`config.mk`:
```
export PLATFORM = sky130hd
export DESIGN_NAME = ex_muldiv
export DESIGN_NICKNAME = d
export VERILOG_FILES = /design/src/rtl/ex_muldiv.sv
export SDC_FILE = /design/constraint.sdc
export NUM_CORES = 1
export LEC_CHECK = 0
export CAP_MARGIN = 20
export CORE_ASPECT_RATIO = 0.5
export CORE_MARGIN = 3
export CORE_UTILIZATION = 45
export CTS_CLUSTER_DIAMETER = 200
export CTS_CLUSTER_SIZE = 28
export DETAILED_ROUTE_END_ITERATION = 12
export GPL_TIMING_DRIVEN = 0
export PLACE_DENSITY = 0.6
export SLEW_MARGIN = 20
export SYNTH_ARGS = -nofsm -noshare
export SYNTH_HDL_FRONTEND = slang
export SYNTH_SLANG_ARGS = --single-unit
```
`constraint.sdc`:
```
create_clock -name clk -period 7 [get_ports clk]
set_clock_uncertainty 0.1 [all_clocks]
set_input_delay 1.05 -clock clk [delete_from_list [all_inputs] [get_ports clk]]
set_output_delay 1.05 -clock clk [all_outputs]
set_load 0.01 [all_outputs]
```
`src/rtl/ex_muldiv.sv`:
```
// Iterative RV32M multiply/divide unit for the EX stage.
// Uses one shift-add or restoring-subtract step per cycle (32 cycles per op); divide-by-zero and overflow finish in one cycle.
module ex_muldiv (
  input  logic        clk,
  input  logic        rst_n,
  input  logic        start_i,
  input  logic [2:0]  funct3_i,
  input  logic [31:0] rdata1_i,
  input  logic [31:0] rdata2_i,
  input  logic [4:0]  regs_rd_i,
  input  logic        flush_i,
  output logic        busy_o,
  output logic        valid_o,
  output logic [31:0] result_o,
  output logic [4:0]  regs_rd_o
);

  typedef enum logic [1:0] {IDLE = 2'd0, CALC = 2'd1, DONE = 2'd2} state_t;

  state_t      state_r, state_s;
  logic [4:0]  cnt_r;
  logic [2:0]  funct3_r;
  logic [4:0]  rd_r;
  logic [31:0] opb_r;
  logic [63:0] prod_r;
  logic        neg_r;

  logic        accept_s, special_s, div_zero_s, div_ovf_s;
  logic        a_neg_s, b_neg_s, neg_s;
  logic [31:0] a_mag_s, b_mag_s, special_res_s, final_s;
  logic [32:0] mul_sum_s, div_shift_s, div_diff_s;
  logic [63:0] prod_step_s;

  function automatic logic [31:0] negate32(input logic [31:0] v);
    return 32'd0 - v;
  endfunction

  // Select the architectural result from the unsigned magnitude result and sign flag.
  function automatic logic [31:0] apply_sign(input logic [2:0] f3, input logic neg, input logic [63:0] p);
    logic [63:0] full;
    full = neg ? (64'd0 - p) : p;
    case (f3)
      3'b000:                 return full[31:0];
      3'b001, 3'b010, 3'b011: return full[63:32];
      3'b100, 3'b101:         return neg ? negate32(p[31:0]) : p[31:0];
      3'b110, 3'b111:         return neg ? negate32(p[63:32]) : p[63:32];
      default:                return 32'd0;
    endcase
  endfunction

  // Operand magnitudes, sign bookkeeping and special-case detection at acceptance.
  always_comb begin
    a_neg_s  = rdata1_i[31] && (funct3_i != 3'b011) && (funct3_i != 3'b101) && (funct3_i != 3'b111);
    b_neg_s  = rdata2_i[31] && (funct3_i != 3'b010) && (funct3_i != 3'b011) &&
               (funct3_i != 3'b101) && (funct3_i != 3'b111);
    a_mag_s  = a_neg_s ? negate32(rdata1_i) : rdata1_i;
    b_mag_s  = b_neg_s ? negate32(rdata2_i) : rdata2_i;
    neg_s    = (funct3_i == 3'b110) ? a_neg_s : (a_neg_s ^ b_neg_s);
    accept_s = start_i && !flush_i && ((state_r == IDLE) || (state_r == DONE));
    div_zero_s = funct3_i[2] && (rdata2_i == 32'd0);
    div_ovf_s  = funct3_i[2] && !funct3_i[0] && (rdata1_i == 32'h8000_0000) && (rdata2_i == 32'hFFFF_FFFF);
    special_s  = div_zero_s || div_ovf_s;
    if (div_zero_s) begin
      special_res_s = funct3_i[1] ? rdata1_i : 32'hFFFF_FFFF;
    end else begin
      special_res_s = funct3_i[1] ? 32'd0 : 32'h8000_0000;
    end
  end

  // One iteration step: shift-add for multiply, restoring subtract for divide.
  always_comb begin
    mul_sum_s   = {1'b0, prod_r[63:32]} + (prod_r[0] ? {1'b0, opb_r} : 33'd0);
    div_shift_s = prod_r[63:31];
    div_diff_s  = div_shift_s - {1'b0, opb_r};
    if (!funct3_r[2]) begin
      prod_step_s = {mul_sum_s, prod_r[31:1]};
    end else if (div_diff_s[32]) begin
      prod_step_s = {div_shift_s[31:0], prod_r[30:0], 1'b0};
    end else begin
      prod_step_s = {div_diff_s[31:0], prod_r[30:0], 1'b1};
    end
    final_s = apply_sign(funct3_r, neg_r, prod_step_s);
  end

  // Next-state logic and the combinational stall request.
  always_comb begin
    state_s = state_r;
    case (state_r)
      IDLE:    state_s = accept_s ? (special_s ? DONE : CALC) : IDLE;
      CALC:    state_s = (cnt_r == 5'd31) ? DONE : CALC;
      DONE:    state_s = accept_s ? (special_s ? DONE : CALC) : IDLE;
      default: state_s = IDLE;
    endcase
    if (flush_i) begin
      state_s = IDLE;
    end else begin
      state_s = state_s;
    end
    busy_o = rst_n && !flush_i &&
             (((state_r == IDLE) && start_i) || (state_r == CALC) || ((state_r == DONE) && start_i));
  end

  // State register.
  always_ff @(posedge clk) begin
    if (!rst_n) state_r <= IDLE;
    else        state_r <= state_s;
  end

  // Operand latching, iteration datapath and registered result outputs.
  always_ff @(posedge clk) begin
    if (!rst_n) begin
      cnt_r     <= 5'd0;
      funct3_r  <= 3'd0;
      rd_r      <= 5'd0;
      opb_r     <= 32'd0;
      prod_r    <= 64'd0;
      neg_r     <= 1'b0;
      valid_o   <= 1'b0;
      result_o  <= 32'd0;
      regs_rd_o <= 5'd0;
    end else begin
      valid_o <= 1'b0;
      if (accept_s) begin
        funct3_r <= funct3_i;
        rd_r     <= regs_rd_i;
        neg_r    <= neg_s;
        cnt_r    <= 5'd0;
        // Multiply keeps the multiplier in the low half; divide shifts the dividend out of it.
        prod_r   <= {32'd0, funct3_i[2] ? a_mag_s : b_mag_s};
        opb_r    <= funct3_i[2] ? b_mag_s : a_mag_s;
        if (special_s) begin
          valid_o   <= 1'b1;
          result_o  <= special_res_s;
          regs_rd_o <= regs_rd_i;
        end
      end else if ((state_r == CALC) && !flush_i) begin
        prod_r <= prod_step_s;
        cnt_r  <= cnt_r + 5'd1;
        if (cnt_r == 5'd31) begin
          valid_o   <= 1'b1;
          result_o  <= final_s;
          regs_rd_o <= rd_r;
        end
      end
    end
  end

endmodule

```
==> metrics.cfg, run 1 <==
[power]
p_leak_nw = 6.74
cellPowerDensity_mw_per_mm2 = 171
ir_worst_vdd_uv = 121
netSwitchingFraction = 0.407
p_int_w = 0.00183
clockPowerShare = 0.331
p_sw_w = 0.00126
p_total_w = 0.00309
comb_power_share = 0.367
p_seq_frac = 0.302

[global_routing]
grtUsageMet2 = 0.570
grt_pass1_vias = 17000
use_met1 = 0.564
busiest_layer = met2
grt_pass1_wl_um = 112000
grt_max_degree = 20
overflow = 0
grtUsageTotal = 0.409
antenna_found_initial = 4
grtUsageMet3 = 0.152

[floorplan]
die_area_mm2 = 0.0371
die_h_um = 138
initial_core_util = 0.465
io_pins = 115
design.core.area_mm2 = 0.0336
row_count = 47
dieWidth_um = 269

[placement]
globalplace.congestion = 1.05
dp.cells = 2838
hpwl_um = 63000
numPortBuffers = 112
preCtsSetupSlack_ns = -0.957

[clock_tree]
cts_tree = built
cts_hold_buffers = 0
htreeDepth = 4
clkSinkCount = 150
cts_max_path_buffers = 2
clock_tree.root_cell = clkbuf_16
cts_buffers = 17
clock_latency_ns = 0.46
path_clk_slew_ns = 0.07

[yosys]
synthArstFlopShare = 0
synth-edff-count = 0
synth_cell_types = 85
ys.flop_type = dfxtp_1
yosysWarnings = 0
synth-seq-area-share = 0.192
netlist_area_mm2 = 0.0156
yosysTopAreaCellShare = 0.192
ys_ff_latch = 150
avgSynthCellArea_um2 = 6.90
syn-num-nets = 2410
netlist_instances = 2261
synth_area_leaders = dfxtp_1 19%, a21oi_1 7.0%, nand2_1 6.4%
yosysTopAreaCell = dfxtp_1

[routing]
antenna_left = 0
drt-total-wl_um = 78300
wire_per_inst_um = 27.2
drc = 0
routed_via_density = 6.62
firstDrtPassIters = 7
drtIter0Drc = 2787
vias = 19000

[final_layout]
fin_nets = 2546
layout_commonest_cell = nand2_1
mostFrequentLayoutCells = 264 x nand2_1, 246 x nor2_1, 218 x a21oi_1, 172 x o21ai_0, 148 x dfxtp_1
area_growth_pct = 15.8
layout.cells.non_filler = 2876
drive_above_1_share = 0.0481

[setup_path]
crit_chain = clkbuf_1 > clkbuf_2 > buf_2 > clkbuf_1 > clkbuf_1 > buf_2 > a21oi_1 > inv_1 > ha_1 > nand2_1 > or4_1 > o311a_2 > nor4_4 > buf_4 > nand4b_4 > nor4_4 > nand3_1 > a21o_1 > a221oi_2
cp-start-kind = flop
cp.arrival_ns = 7.17
r2r-start = funct3_r[2]
slowest_stage = clkbuf_1
r2r_cells = 19
cp_max_fo = 19
max_stage_delay_ns = 0.71
worst_setup_path_end_kind = flop
crit_type = flop to flop
required_ns = 7.27
r2r_slack_ns = 0.11
timing.rr.end = result_o[20]
crit_top_cell = clkbuf_1

[timing]
finalCriticalPeriod_ns = 6.89
setup_viol = 0
hold_viol = 0
max_clock_freq_mhz = 145
slew_headroom = 0.134
rsz0062_at_grt = false
max_slew.worst_pin.slew_ns = 1.29
setup-tns-final_ns = 0
fin_ws_ns = 0.108
fin_crit_sh = 0.985
maxSlewViolCount = 0

[hold_path]
hold_class = flop to flop
hold_end = state_r[0]
hp-start = state_r[1]
whs_path_depth = 1

[status]
status = completed

[flow_run]
maxCapViolations = 0

[metal layers]
metal / vias to the layer above / routed length (um)
met2: 1257 / 29600
li1: 8589 / -
met4: 8 / 3600
met5: - / 126
met1: 8946 / 34200
met3: 225 / 10800
[cells by family (layout without fill, tap and decap cells)]
kind of cell / count (synthesis) / after routing / synth area share
AND/OR/NAND/NOR: 837 / 837 / 0.253
AO/OA/AOI/OAI: 774 / 774 / 0.321
buffers and inverters: 224 / 373 / 0.0556
XOR/XNOR: 156 / 156 / 0.0876
flip-flops: 150 / 150 / 0.192
adder cells (fa/ha/maj): 73 / 73 / 0.0595
multiplexers: 47 / 47 / 0.0310
other: 0 / 1 / 0
[registers in the layout, indices dropped and copies added, names as in the netlist]
register   cells
cnt_r          5
funct3_r       3
neg_r          1
opb_r         32
prod_r        64
rd_r           5
regs_rd_o      5
result_o      32
state_r        2
valid_o        1
[power by group through the flow]
stage / clock network, W / logic (W) / registers (W)
after floorplan: 0 / 0.000675 / 0.000925
after global placement: 0 / 0.00106 / 0.000947
after detailed placement: 0 / 0.00106 / 0.000948
after CTS: 0.00102 / 0.00106 / 0.000928
after global routing: 0.00106 / 0.00120 / 0.000933
final: 0.00102 / 0.00113 / 0.000933
[cell usage after synthesis (14+ instances only)]
master / count
a211oi_1: 67
nand2b_1: 16
inv_1: 79
nand4_1: 27
nand2_1: 265
o31a_1: 18
or3_1: 16
or4_1: 16
nor4_1: 30
nand3_1: 49
o31ai_1: 35
xnor2_1: 78
a31oi_1: 37
a21o_1: 37
a21oi_1: 219
buf_1: 14
nor3_1: 66
dfxtp_1: 150
mux2i_1: 37
and2_1: 44
o211ai_1: 45
o221ai_1: 17
clkbuf_1: 116
nor2_1: 246
o21ai_0: 175
xor2_1: 78
ha_1: 71
[worst max-delay path by stage]
| stage | endpoint | start | cells after the start | slack, ns |
|---|---|---|---|---|
| floorplan | result_o[10] | opb_r[11] | 23 | 1.01 |
| global placement | result_o[10] | funct3_r[2] | 19 | -0.94 |
| detailed placement | result_o[10] | funct3_r[2] | 19 | -0.96 |
| CTS | result_o[0] | opb_r[10] | 24 | -0.02 |
| global route | result_o[20] | funct3_r[2] | 18 | 0.02 |
| finish | result_o[20] | funct3_r[2] | 19 | 0.11 |
[critical path: cells and delay by family, from the launching register on]
kind                       cells  cell delay, ns
and+or+nand+nor                6            1.56
adders and majority gates      1            0.23
DFF                            1            0.35
AOI/OAI and AO/OA              4            0.89
buffers and inverters          8            3.66
[final cells by class]
cell class / instances / area, um2
Inverter: 80 / 300
Clock buffer: 18 / 439
Multi-Input combinational cell: 1887 / 11800
Tap cell: 465 / 582
Buffer: 142 / 573
Fill cell: 3423 / 15500
Antenna cell: 1 / 2.50
Sequential cell: 150 / 3010
Timing Repair Buffer: 119 / 1170
Clock inverter: 14 / 186
[stage by stage]
step           utilization  area, um2  hold WS [ns]
2_1_floorplan            -      15600         0.304
3_3_place_gp         0.515      17300         0.317
3_5_place_dp         0.515      17300         0.330
4_1_cts              0.535      18000         0.339
5_1_grt              0.538      18100         0.350
6_report             0.538      18100         0.337
[repair_timing]
item                                    CTS  global route
endpoints found under the setup margin   17            16
gates resized for setup                  16            12
buffers inserted                          0             7
pin swaps                                 0             3
No activity file was read; power rests on OpenSTA's default activity.
==> run 2: changes to the inputs <==
--- a/config.mk
+++ b/config.mk
@@ -9,10 +9,11 @@
 export CORE_ASPECT_RATIO = 0.5
 export CORE_MARGIN = 3
 export CORE_UTILIZATION = 45
-export CTS_CLUSTER_DIAMETER = 200
+export CTS_CLUSTER_DIAMETER = 40
 export CTS_CLUSTER_SIZE = 28
 export DETAILED_ROUTE_END_ITERATION = 12
 export GPL_TIMING_DRIVEN = 0
+export MAX_ROUTING_LAYER = met4
 export PLACE_DENSITY = 0.6
 export SLEW_MARGIN = 20
 export SYNTH_ARGS = -nofsm -noshare
==> run 2 against run 1 <==
Non-clock buffer count decreased by 2; final cell count about the same; sequential power about the same; final area decreased by 0.19%; global-route usage increased by 1.1 points; count of clock-buffer cells in the layout increased by 2; first-iteration DRC count increased by 2.8%; worst setup slack improved by 0.015 ns; sequential share of layout area about the same; wire length increased by 0.39%; critical path type unchanged; critical endpoint is now result_o[22].
==> metrics.cfg, run 2 (synthesized netlist as in run 1, its figures left out) <==
[global_routing]
grt_pass1_wl_um = 112000  ; -0.30%
overflow = 0  ; unchanged
grt_pass1_vias = 16700  ; -1.6%
grt_max_degree = 20  ; unchanged
antenna_found_initial = 2  ; -2
grtUsageTotal = 0.420  ; +0.0110

[setup_path]
required_ns = 7.29  ; +0.02 ns
cp_max_fo = 19  ; unchanged
worst_setup_path_end_kind = flop
worstPathBufferInverterCount = 6  ; -2
cp.arrival_ns = 7.16  ; about the same
crit_type = flop to flop
slowest_stage = clkdlybuf4s15_2
crit_chain = clkbuf_1 > buf_2 > buf_2 > clkbuf_1 > clkdlybuf4s15_2 > buf_2 > mux2i_1 > ha_1 > nand2_1 > or4_1 > o311a_2 > nor4_4 > nand3b_1 > o311a_1 > a21oi_2 > o21ai_0 > a21oi_1
cp-start-kind = flop
crit_top_cell = buf_2
max_stage_delay_ns = 0.64  ; -0.07 ns
cp_top_family = buffers and inverters

[clock_tree]
cts_hold_buffers = 0  ; unchanged
clkSinkCount = 150  ; unchanged
htreeDepth = 4  ; unchanged
clock_tree.root_cell = clkbuf_16
cts_max_path_buffers = 2  ; unchanged
cts_buffers = 17  ; unchanged
clock_latency_ns = 0.47  ; about the same
cts_tree = built
path_clk_slew_ns = 0.07  ; about the same

[power]
ir_worst_vdd_uv = 142  ; +17%
cellPowerDensity_mw_per_mm2 = 168  ; -1.7%
p_leak_nw = 6.71  ; -0.46%

[timing]
fin_crit_sh = 0.982  ; -0.00221
hold_viol = 0  ; unchanged
slew_headroom = 0.209  ; +0.0743
fin_ws_ns = 0.123  ; +0.0155 ns
max_clock_freq_mhz = 145  ; +0.22%
setup-tns-final_ns = 0  ; unchanged
finalCriticalPeriod_ns = 6.88  ; -0.0155 ns
rsz0062_at_grt = true
setup_viol = 0  ; unchanged
maxSlewViolCount = 0  ; unchanged
holdWs_ns = 0.327  ; -0.0101 ns
max_slew.worst_pin.slew_ns = 1.18  ; -0.111 ns

[routing]
wire_per_inst_um = 27.3  ; +0.42%
antenna_left = 0  ; unchanged
vias = 18900  ; -0.45%
drt-total-wl_um = 78600  ; +0.39%
drc = 0  ; unchanged
firstDrtPassIters = 9  ; +2
drtIter0Drc = 2864  ; +2.8%
routed_via_density = 6.59  ; -0.42%

[status]
status = completed

[flow_run]
maxCapViolations = 0  ; unchanged

[placement]
preCtsSetupSlack_ns = -1.27  ; -0.313 ns
globalplace.congestion = 1.05  ; about the same
numPortBuffers = 112  ; unchanged
hpwl_um = 62600  ; -0.57%

[hold_path]
hold_class = flop to flop

[floorplan]
dieWidth_um = 269  ; unchanged
design.core.area_mm2 = 0.0336  ; unchanged
io_pins = 115  ; unchanged
die_h_um = 138  ; unchanged
die_area_mm2 = 0.0371  ; unchanged
row_count = 47  ; unchanged
initial_core_util = 0.465  ; unchanged

[final_layout]
final_core_util = 0.537  ; -0.00101
regArea_mm2 = 0.00300  ; about the same
mostFrequentLayoutCells = 264 x nand2_1, 246 x nor2_1, 217 x a21oi_1, 174 x o21ai_0, 149 x dfxtp_1
fillers = 3394  ; -0.85%
drive_above_1_share = 0.0469  ; -0.00121
multi_input_area_mm2 = 0.0118  ; about the same
fin_nets = 2544  ; -0.079%
reg_top3 = prod_r: 64 flops, opb_r: 32 flops, result_o: 32 flops
regMostFlops = prod_r
largest_reg_flops = 64  ; unchanged
area_growth_pct = 15.6
layout_commonest_cell = nand2_1

run 2: cell count changes in the layout (fill, tap and decap cells not counted), sizes merged:
cell / before / now
bufinv: 3 / 2
clkinvlp: 1 / 2
clkbuf: 134 / 135
diode: 1 / 2
clkinv: 2 / 3
clkdlybuf4s15: 1 / 2
inv: 88 / 85
buf: 32 / 30
run 2: path summary, 6_finish.rpt:
check        cells after the start            to  slack [ns]        start
min reg2reg                      1    state_r[0]        0.33   state_r[1]
min                              1    state_r[0]        0.33   state_r[1]
max reg2reg                     17  result_o[22]        0.12  funct3_r[2]
max                             17  result_o[22]        0.12  funct3_r[2]
run 2: metrics by stage:
stage	total power, W	cells	instance area (um2)
floorplan	0.00160	2261	15600
global placement	0.00200	2838	17300
detailed placement	0.00200	2838	17300
CTS	0.00294	2869	17900
global route	0.00311	2875	18000
finish	0.00303	2875	18000
run 2: worst register-to-register path, delay by kind of cell, from the launching register on:
family	cells	cell delay, ns
AOI/OAI and AO/OA	5	1.26
adders and majority gates	1	0.29
buffers and inverters	6	3.18
DFF	1	0.35
muxes	1	0.37
and+or+nand+nor	4	1.26
run 2: cell type report:
class,count,area share
timing repair buffer,117,0.0643
sequential,150,0.167
clock buffer,20,0.0248
buffer,142,0.0322
tap,465,0.0323
multi-input combinational,1887,0.655
clock inverter,12,0.00784
antenna,2,0.000278
inverter,80,0.0167
run 2: metal layers:
| layer | share of wire | track usage | up-vias | routed length [um] |
|---|---|---|---|---|
| li1 | - | - | 8576 | - |
| met5 | 0 | - | - | 0 |
| met3 | 0.15 | 0.138 | 207 | 11400 |
| met2 | 0.39 | 0.575 | 1324 | 30300 |
| met1 | 0.43 | 0.572 | 8832 | 33700 |
| met4 | 0.040 | 0.152 | 0 | 3180 |
run 2: power by group:
group / switching [W] / internal [W]
Combinational: 0.000768 / 0.000363
Sequential: 0.0000479 / 0.000886
Clock: 0.000429 / 0.000540
run 2: what timing repair did:
action / CTS / global route
setup endpoints to repair: 18 / 16
setup buffers: 0 / 5
pin swaps: 1 / 4
gates resized for setup: 20 / 9
gates cloned: 0 / 0
